==> src/rtl/imm_extend_stage.sv <==
// MIPS immediate-extension stage with a 2-entry (main + skid) valid/ready buffer.
// Optional feature macro: IMM_ZERO_EXTEND_EN (zero-extend andi/ori/xori immediates).
module imm_extend_stage #(
   parameter int unsigned TAG_W = 5
) (
   input  logic             Clk,
   input  logic             Reset,
   input  logic             InValid,
   output logic             InReady,
   input  logic [31:0]      Instruction,
   input  logic [TAG_W-1:0] InTag,
   input  logic             Flush,
   output logic             OutValid,
   input  logic             OutReady,
   output logic [31:0]      ImmOut,
   output logic [1:0]       ExtMode,
   output logic [TAG_W-1:0] OutTag
);

   localparam int unsigned IMM_W  = 16;
   localparam int unsigned DATA_W = 32;

   localparam logic [1:0] MODE_SIGN   = 2'd0;
   localparam logic [1:0] MODE_ZERO   = 2'd1;
   localparam logic [1:0] MODE_LUI    = 2'd2;
   localparam logic [1:0] MODE_BRANCH = 2'd3;

   typedef enum logic [1:0] {
      ST_EMPTY = 2'd0,
      ST_ONE   = 2'd1,
      ST_FULL  = 2'd2
   } state_t;

   typedef struct packed {
      logic [DATA_W-1:0] imm;
      logic [1:0]        mode;
      logic [TAG_W-1:0]  tag;
   } entry_t;

   state_t            r_state;
   state_t            w_state_nxt;
   entry_t            r_main;
   entry_t            r_skid;
   entry_t            w_main_nxt;
   entry_t            w_skid_nxt;
   entry_t            w_new;
   logic              r_in_ready;
   logic              r_out_valid;
   logic              w_in_xfer;
   logic              w_out_xfer;
   logic [5:0]        w_opcode;
   logic [IMM_W-1:0]  w_imm;
   logic [1:0]        w_mode;
   logic [DATA_W-1:0] w_ext;
   logic              w_unused_rs_rt;

   assign w_opcode       = Instruction[31:26];
   assign w_imm          = Instruction[15:0];
   assign w_unused_rs_rt = ^Instruction[25:16];

   // Opcode decode and extension; only the extended result is ever stored.
   always_comb begin
      w_mode = MODE_SIGN;
      case (w_opcode)
`ifdef IMM_ZERO_EXTEND_EN
         6'h0C, 6'h0D, 6'h0E:                 w_mode = MODE_ZERO;
`endif
         6'h0F:                               w_mode = MODE_LUI;
         6'h01, 6'h04, 6'h05, 6'h06, 6'h07:   w_mode = MODE_BRANCH;
         default:                             w_mode = MODE_SIGN;
      endcase

      w_ext = {{16{w_imm[15]}}, w_imm};
      case (w_mode)
         MODE_ZERO:   w_ext = {16'h0000, w_imm};
         MODE_LUI:    w_ext = {w_imm, 16'h0000};
         MODE_BRANCH: w_ext = {{14{w_imm[15]}}, w_imm, 2'b00};
         default:     w_ext = {{16{w_imm[15]}}, w_imm};
      endcase

      w_new.imm  = w_ext;
      w_new.mode = w_mode;
      w_new.tag  = InTag;
   end

   assign w_in_xfer  = InValid && r_in_ready;
   assign w_out_xfer = r_out_valid && OutReady;

   // Next-state and buffer update; flush wins over every other event.
   always_comb begin
      w_state_nxt = r_state;
      w_main_nxt  = r_main;
      w_skid_nxt  = r_skid;

      if (Flush) begin
         w_state_nxt = ST_EMPTY;
         w_main_nxt  = '0;
         w_skid_nxt  = '0;
      end else begin
         case (r_state)
            ST_EMPTY: begin
               if (w_in_xfer) begin
                  w_state_nxt = ST_ONE;
                  w_main_nxt  = w_new;
               end
            end
            ST_ONE: begin
               case ({w_in_xfer, w_out_xfer})
                  2'b10: begin
                     w_state_nxt = ST_FULL;
                     w_skid_nxt  = w_new;
                  end
                  2'b01: begin
                     w_state_nxt = ST_EMPTY;
                     w_main_nxt  = '0;
                  end
                  2'b11: begin
                     w_main_nxt  = w_new;
                  end
                  default: begin
                     w_state_nxt = ST_ONE;
                  end
               endcase
            end
            ST_FULL: begin
               if (w_out_xfer) begin
                  w_state_nxt = ST_ONE;
                  w_main_nxt  = r_skid;
                  w_skid_nxt  = '0;
               end
            end
            default: begin
               w_state_nxt = ST_EMPTY;
               w_main_nxt  = '0;
               w_skid_nxt  = '0;
            end
         endcase
      end
   end

   always_ff @(posedge Clk or posedge Reset) begin
      if (Reset) begin
         r_state     <= ST_EMPTY;
         r_main      <= '0;
         r_skid      <= '0;
         r_in_ready  <= 1'b0;
         r_out_valid <= 1'b0;
      end else begin
         r_state     <= w_state_nxt;
         r_main      <= w_main_nxt;
         r_skid      <= w_skid_nxt;
         r_in_ready  <= (w_state_nxt != ST_FULL);
         r_out_valid <= (w_state_nxt != ST_EMPTY);
      end
   end

   assign InReady  = r_in_ready;
   assign OutValid = r_out_valid;
   assign ImmOut   = r_main.imm;
   assign ExtMode  = r_main.mode;
   assign OutTag   = r_main.tag;

endmodule

==> config.mk <==
export PLATFORM = sky130hd
export DESIGN_NAME = imm_extend_stage
export DESIGN_NICKNAME = d
export VERILOG_FILES = /design/src/rtl/imm_extend_stage.sv
export SDC_FILE = /design/constraint.sdc
export NUM_CORES = 1
export LEC_CHECK = 0
export CAP_MARGIN = 20
export CORE_MARGIN = 2
export CORE_UTILIZATION = 46
export DETAILED_ROUTE_END_ITERATION = 16
export PLACE_DENSITY = 0.82
export REMOVE_ABC_BUFFERS = 1
export SLEW_MARGIN = 20
export SYNTH_ARGS = -nofsm -noshare
export SYNTH_HDL_FRONTEND = slang
export SYNTH_SLANG_ARGS = --single-unit
==> constraint.sdc <==
create_clock -name Clk -period 5.26 [get_ports Clk]
set_input_delay 1.052 -clock Clk [delete_from_list [all_inputs] [get_ports Clk]]
set_output_delay 1.052 -clock Clk [all_outputs]
set_load 0.01 [all_outputs]
## Word level (Yosys, flattened, before mapping)

Index checks and enable logic that the tools add are counted.

- Equal/unequal tests: 20
- Multipliers: 0
- Bitwise operators: 0
- $lt $le $gt $ge: 0
- Muxes and demuxes: 16
- Add/subtract/negate cells: 0
- Shifts and indexed selects: 0
- Reductions and logical operators: 7
- Div/mod/pow operators: 0

Operator list:

| operator | number |
|---|---|
| $mux W39 | 6 |
| $pmux W39 S3 | 2 |
| $pmux W32 S3 | 1 |
| $pmux W39 S2 | 1 |
| $eq A6 B3 Y1 const B | 4 |
| $pmux W2 S3 | 2 |
| $eq A2 B2 Y1 const B | 5 |
| $ne A3 B3 Y1 const B | 3 |
| $eq A2 B1 Y1 const B | 3 |
| $eq A6 B1 Y1 const B | 1 |
| $eq A6 B4 Y1 const B | 1 |
| $mux W2 | 3 |
| $reduce_and A3 Y1 | 2 |
| $reduce_or A5 Y1 | 1 |
| $ne A2 B2 Y1 const B | 2 |
| $ne A4 B2 Y1 const B | 1 |
| $pmux W2 S2 | 1 |
| $logic_and A1 B1 Y1 | 2 |
| $logic_not A2 Y1 | 1 |
| $reduce_bool A2 Y1 | 1 |

- Memory bits (read-only): 0
- Memories kept: 0
- Bits in writable memories: 0
- Bits of input ports: 42
- Latch bits: 0
- Word-level logic and storage cells: 52
- Bits in registers: 82

## Logic depth before layout (Yosys ltp)

- Word-level depth: 8
- Depth in mapped cells: 8

## Worst setup path after synthesis

No wires, ideal clock.

- Kind: input-to-reg
- From: in OutReady
- To: reg r_skid[10] (netlist name)
- Cell stages on the path: 7
- Path buffers: 2
- Arrival time: 2.066 ns
- Setup slack: 3.068 ns
- Required time: 5.134 ns
- Cell sequence: and2_1 buf_2 nor2_1 o22a_1 nor2_1 buf_2 a221o_1

- Longest elaborated chain between the ends: 4
- Elaborated cells on any way between the ends: 5

Ends and longest elaborated chain:

| item | line | RTL |
|---|---|---|
| start: declaration | 14 | `input logic OutReady,` |
| $logic_and A1 B1 Y1 (*) | 87 | `assign w_out_xfer = r_out_valid && OutReady;` |
| $eq A2 B2 Y1 | 108 | `case ({w_in_xfer, w_out_xfer})` |
| $ne A3 B3 Y1 (no line) | - |  |
| $reduce_and A3 Y1 (no line) (*) | - |  |
| end signal: assignment | 151 | `r_skid <= w_skid_nxt;` |
| end: declaration | 43 | `entry_t r_skid;` |

Mark *: on every way between the ends. The rest lies on a longest branch, timed or not.
A chain may end at the register's enable or synchronous reset.

## Worst setup path in the final report

- From: in Flush
- To: reg r_skid[21] (netlist name)

- Longest elaborated chain between the ends: 2
- Elaborated cells on any way between the ends: 5

Ends and longest elaborated chain:

| item | line | RTL |
|---|---|---|
| start: declaration | 12 | `input logic Flush,` |
| $ne A3 B3 Y1 (no line) / $ne A2 B2 Y1 (equally long branches) | - |  |
| $reduce_and A3 Y1 (no line) | - |  |

Several ways; a longest one is shown, not always the timed one.

==> results.md <==
* Area delta synth->final at 23.67%
* Actual slew at the worst max-slew pin at between 800 and 900 ps
* Number of I/O pins at 83
* RSZ-0062 raised after global routing: no
* Final std cells w/o fill at around 520
* First-pass detailed-route iteration total at 7
* DR DRC count at 0
* Post-CTS Resized at 0
* Wire per inst at 18.74 µm
* Max Buffers Root-to-Sink at 2
* Layout cells sized above 1 at 0.1111
* Dpl hpwl at 6.190 mm
* Vias in the first global route at between 3000 and 4000
* Fmax at 329.8 MHz
* Sequential share of the synthesized area at 0.5267
* Slew headroom at 0.4246
* Core Rows at 33
* # diodes at 0
* Clock root buffer: clkbuf_8
* Final Net Count at between 400 and 500
* Seq cells post-synth at 82
* H-tree depth at 3
* Final core occ at 0.5864
* TritonCTS Buffers at 9
* Synth Instances at approximately 350
* FF+latch area at about 2100 µm²
* First-pass GRT wire length at between 15 and 20 mm
* Endpoints failing hold at 0
* Vias at 3159
* Worst Path Arrival at 3310 ps
* Pwr Density at roughly 300 nW/µm²
* Clock sinks at 82
* Worst-path clk slew at roughly 80 ps
* Remaining antenna violation count at 0
* Critical Path RT at around 5500 ps
* Starting Density at 0.4742
* Max Cap Viol at 0
* CP Class: input pin to register
* Top FF cell, synth: dfrtp_1
* Crit-path max FO at 16
* Multi-input logic area at between 1500 and 2000 µm²
* Die Wd at 96.04 µm
* Final min period at about 3000 ps
* Max IR drop VDD at between 0.1 and 0.15 mV
* CORE AREA at between 8000 and 9000 µm²
* Post-cts hold buffer count at 0
* Setup Viol. Count Final at 0
* DRT iter0 DRCs at around 170
* Synth Cell Area at 3896 µm²
* Worst min path class: register to register
* Mean number of vias per cell at slightly above 6
* Largest net degree at the start of global routing at 50
* Status: finished, final reports clean
* Leakage at 2.105 nW
* Crit path launch type: input pin
* Initial antenna violation count at 0
* Die ar. at 9223 µm²
* Clk_lat worst skew at about 360 ps
* RD Place Congestion at ~0.80
* Final Slew Violations at 0
* Async S/R FF share, synth at 1.000
* Post-CTS Setup Bufs at 0
* Synth warn at 0
* Layout fillers at between 600 and 700
* Grt total ovfl at 0
* IO buf count at 72
* Netlist cell types at 45
* Sum of negative setup slack at 0 ps
* CP Capture Type: register
* Die Y-Extent at just under 100 µm
* Clk_skew at about 9.5 ps
* Mean Syn Cell Area at approximately 11 µm²
* WL final at approximately 9.7 mm
* Fin crit share at 0.5765
* GRT Util Overall at 0.2240
* Post-synth EDFFs at 0
* CTS tree: built
* Placed cells at approximately 500
==> layer usage <==
layer | part of all wire | vias to the layer above | track usage
li1 | - | 1426 | -
met1 | 0.43 | 1593 | 0.3037
met2 | 0.49 | 128 | 0.3623
met3 | 0.060 | 12 | 0.04307
met4 | 0.013 | 0 | 0.07500
met5 | 0 | - | 0
==> where the power goes <==
part / total, mW / internal, mW / leakage (nW) / switching, mW
clock network: 0.454 / 0.220 / 0.0889 / 0.234
registers: 0.714 / 0.677 / 1.12 / 0.0376
logic: 0.280 / 0.132 / 0.900 / 0.148
==> cell usage after synthesis (2+ instances only) <==
cell type / instances / area, µm²
a21oi_1: 5 / 25.02
a21oi_2: 11 / 96.34
a221o_1: 28 / 280.3
a22o_1: 17 / 148.9
a22oi_1: 18 / 135.1
and2_1: 2 / 12.51
and3_1: 14 / 87.58
buf_2: 13 / 65.06
buf_4: 5 / 37.54
buf_6: 5 / 56.30
clkbuf_1: 4 / 15.01
dfrtp_1: 82 / 2052
inv_1: 19 / 71.32
mux2i_1: 7 / 70.07
nand2_1: 24 / 90.09
nand3_1: 2 / 10.01
nor2_1: 24 / 90.09
nor2_2: 2 / 12.51
nor2b_1: 2 / 12.51
o211ai_1: 14 / 105.1
o21ai_0: 12 / 60.06
o2bb2ai_1: 15 / 131.4
==> final cells by class <==
cell class                      instances  area share
Sequential cell                        82      0.4259
Multi-Input combinational cell        219      0.3334
Timing Repair Buffer                   77      0.1574
Tap cell                              105     0.02727
Clock buffer                           10     0.02649
Inverter                               20     0.01584
Clock inverter                          6     0.01376
==> flip-flops by register name (all words and copies together) (netlist names) <==
name / flops
ExtMode: 2
ImmOut: 32
InReady: 1
OutTag: 5
OutValid: 1
r_skid: 39
r_state: 2
==> layout by cell type (no fill, tap or decap), drive strengths merged <==
cell type / instances
a211o: 1
a211oi: 1
a21oi: 16
a221o: 28
a222oi: 1
a22o: 17
a22oi: 18
a2bb2oi: 1
and2: 2
and3: 15
and3b: 1
buf: 5
bufinv: 1
clkbuf: 10
clkdlybuf4s50: 72
clkinv: 2
clkinvlp: 3
dfrtp: 82
inv: 20
mux2i: 7
nand2: 24
nand2b: 2
nand3: 3
nand3b: 1
nand4: 1
nor2: 26
nor2b: 3
nor3: 2
nor4b: 1
o211ai: 14
o21a: 1
o21ai: 14
o22a: 1
o2bb2ai: 16
o31a: 1
or3: 1
==> kinds of logic after synthesis <==
group,after synthesis,synth area share
buffers and inverters,47,0.06390
and+or+nand+nor,82,0.1134
DFF,82,0.5267
AOI/OAI and AO/OA,130,0.2781
muxes,7,0.01798
==> critical path, cell delays in order <==
cell and delay (ps):
clkdlybuf4s50_1 640, nor2_2 260, nand3_2 380, nor2_2 710, a221o_1 270
==> per-stage QoR <==
stage / worst slack [ps] / cell area, µm² / power, mW / hold slack (ps)
floorplan: 2100 / 3722 / 0.8550 / 457.0
global placement: 1976 / 4624 / 0.9975 / 472.4
detailed placement: 1905 / 4624 / 1.006 / 475.1
CTS: 2264 / 4818 / 1.458 / 502.8
global route: 2085 / 4818 / 1.512 / 515.8
finish: 2227 / 4818 / 1.448 / 503.7
==> path summary, 6_finish.rpt <==
kind / start / end / slack (ps) / depth (start not counted)
max reg2reg: r_state[1]$_DFF_PP0_ / r_skid[21]$_DFFE_PP0P_ / 2790 / 5
min reg2reg: r_skid[26]$_DFFE_PP0P_ / r_skid[26]$_DFFE_PP0P_ / 500 / 1
max in group asynchronous: Reset / ImmOut[4]$_DFFE_PP0P_ / 3160 / 3
min in group asynchronous: Reset / ImmOut[31]$_DFFE_PP0P_ / 1170 / 2
min: r_skid[26]$_DFFE_PP0P_ / r_skid[26]$_DFFE_PP0P_ / 500 / 1
max: Flush / r_skid[21]$_DFFE_PP0P_ / 2230 / 5
Note: power is estimated with default switching activity, not from simulation.
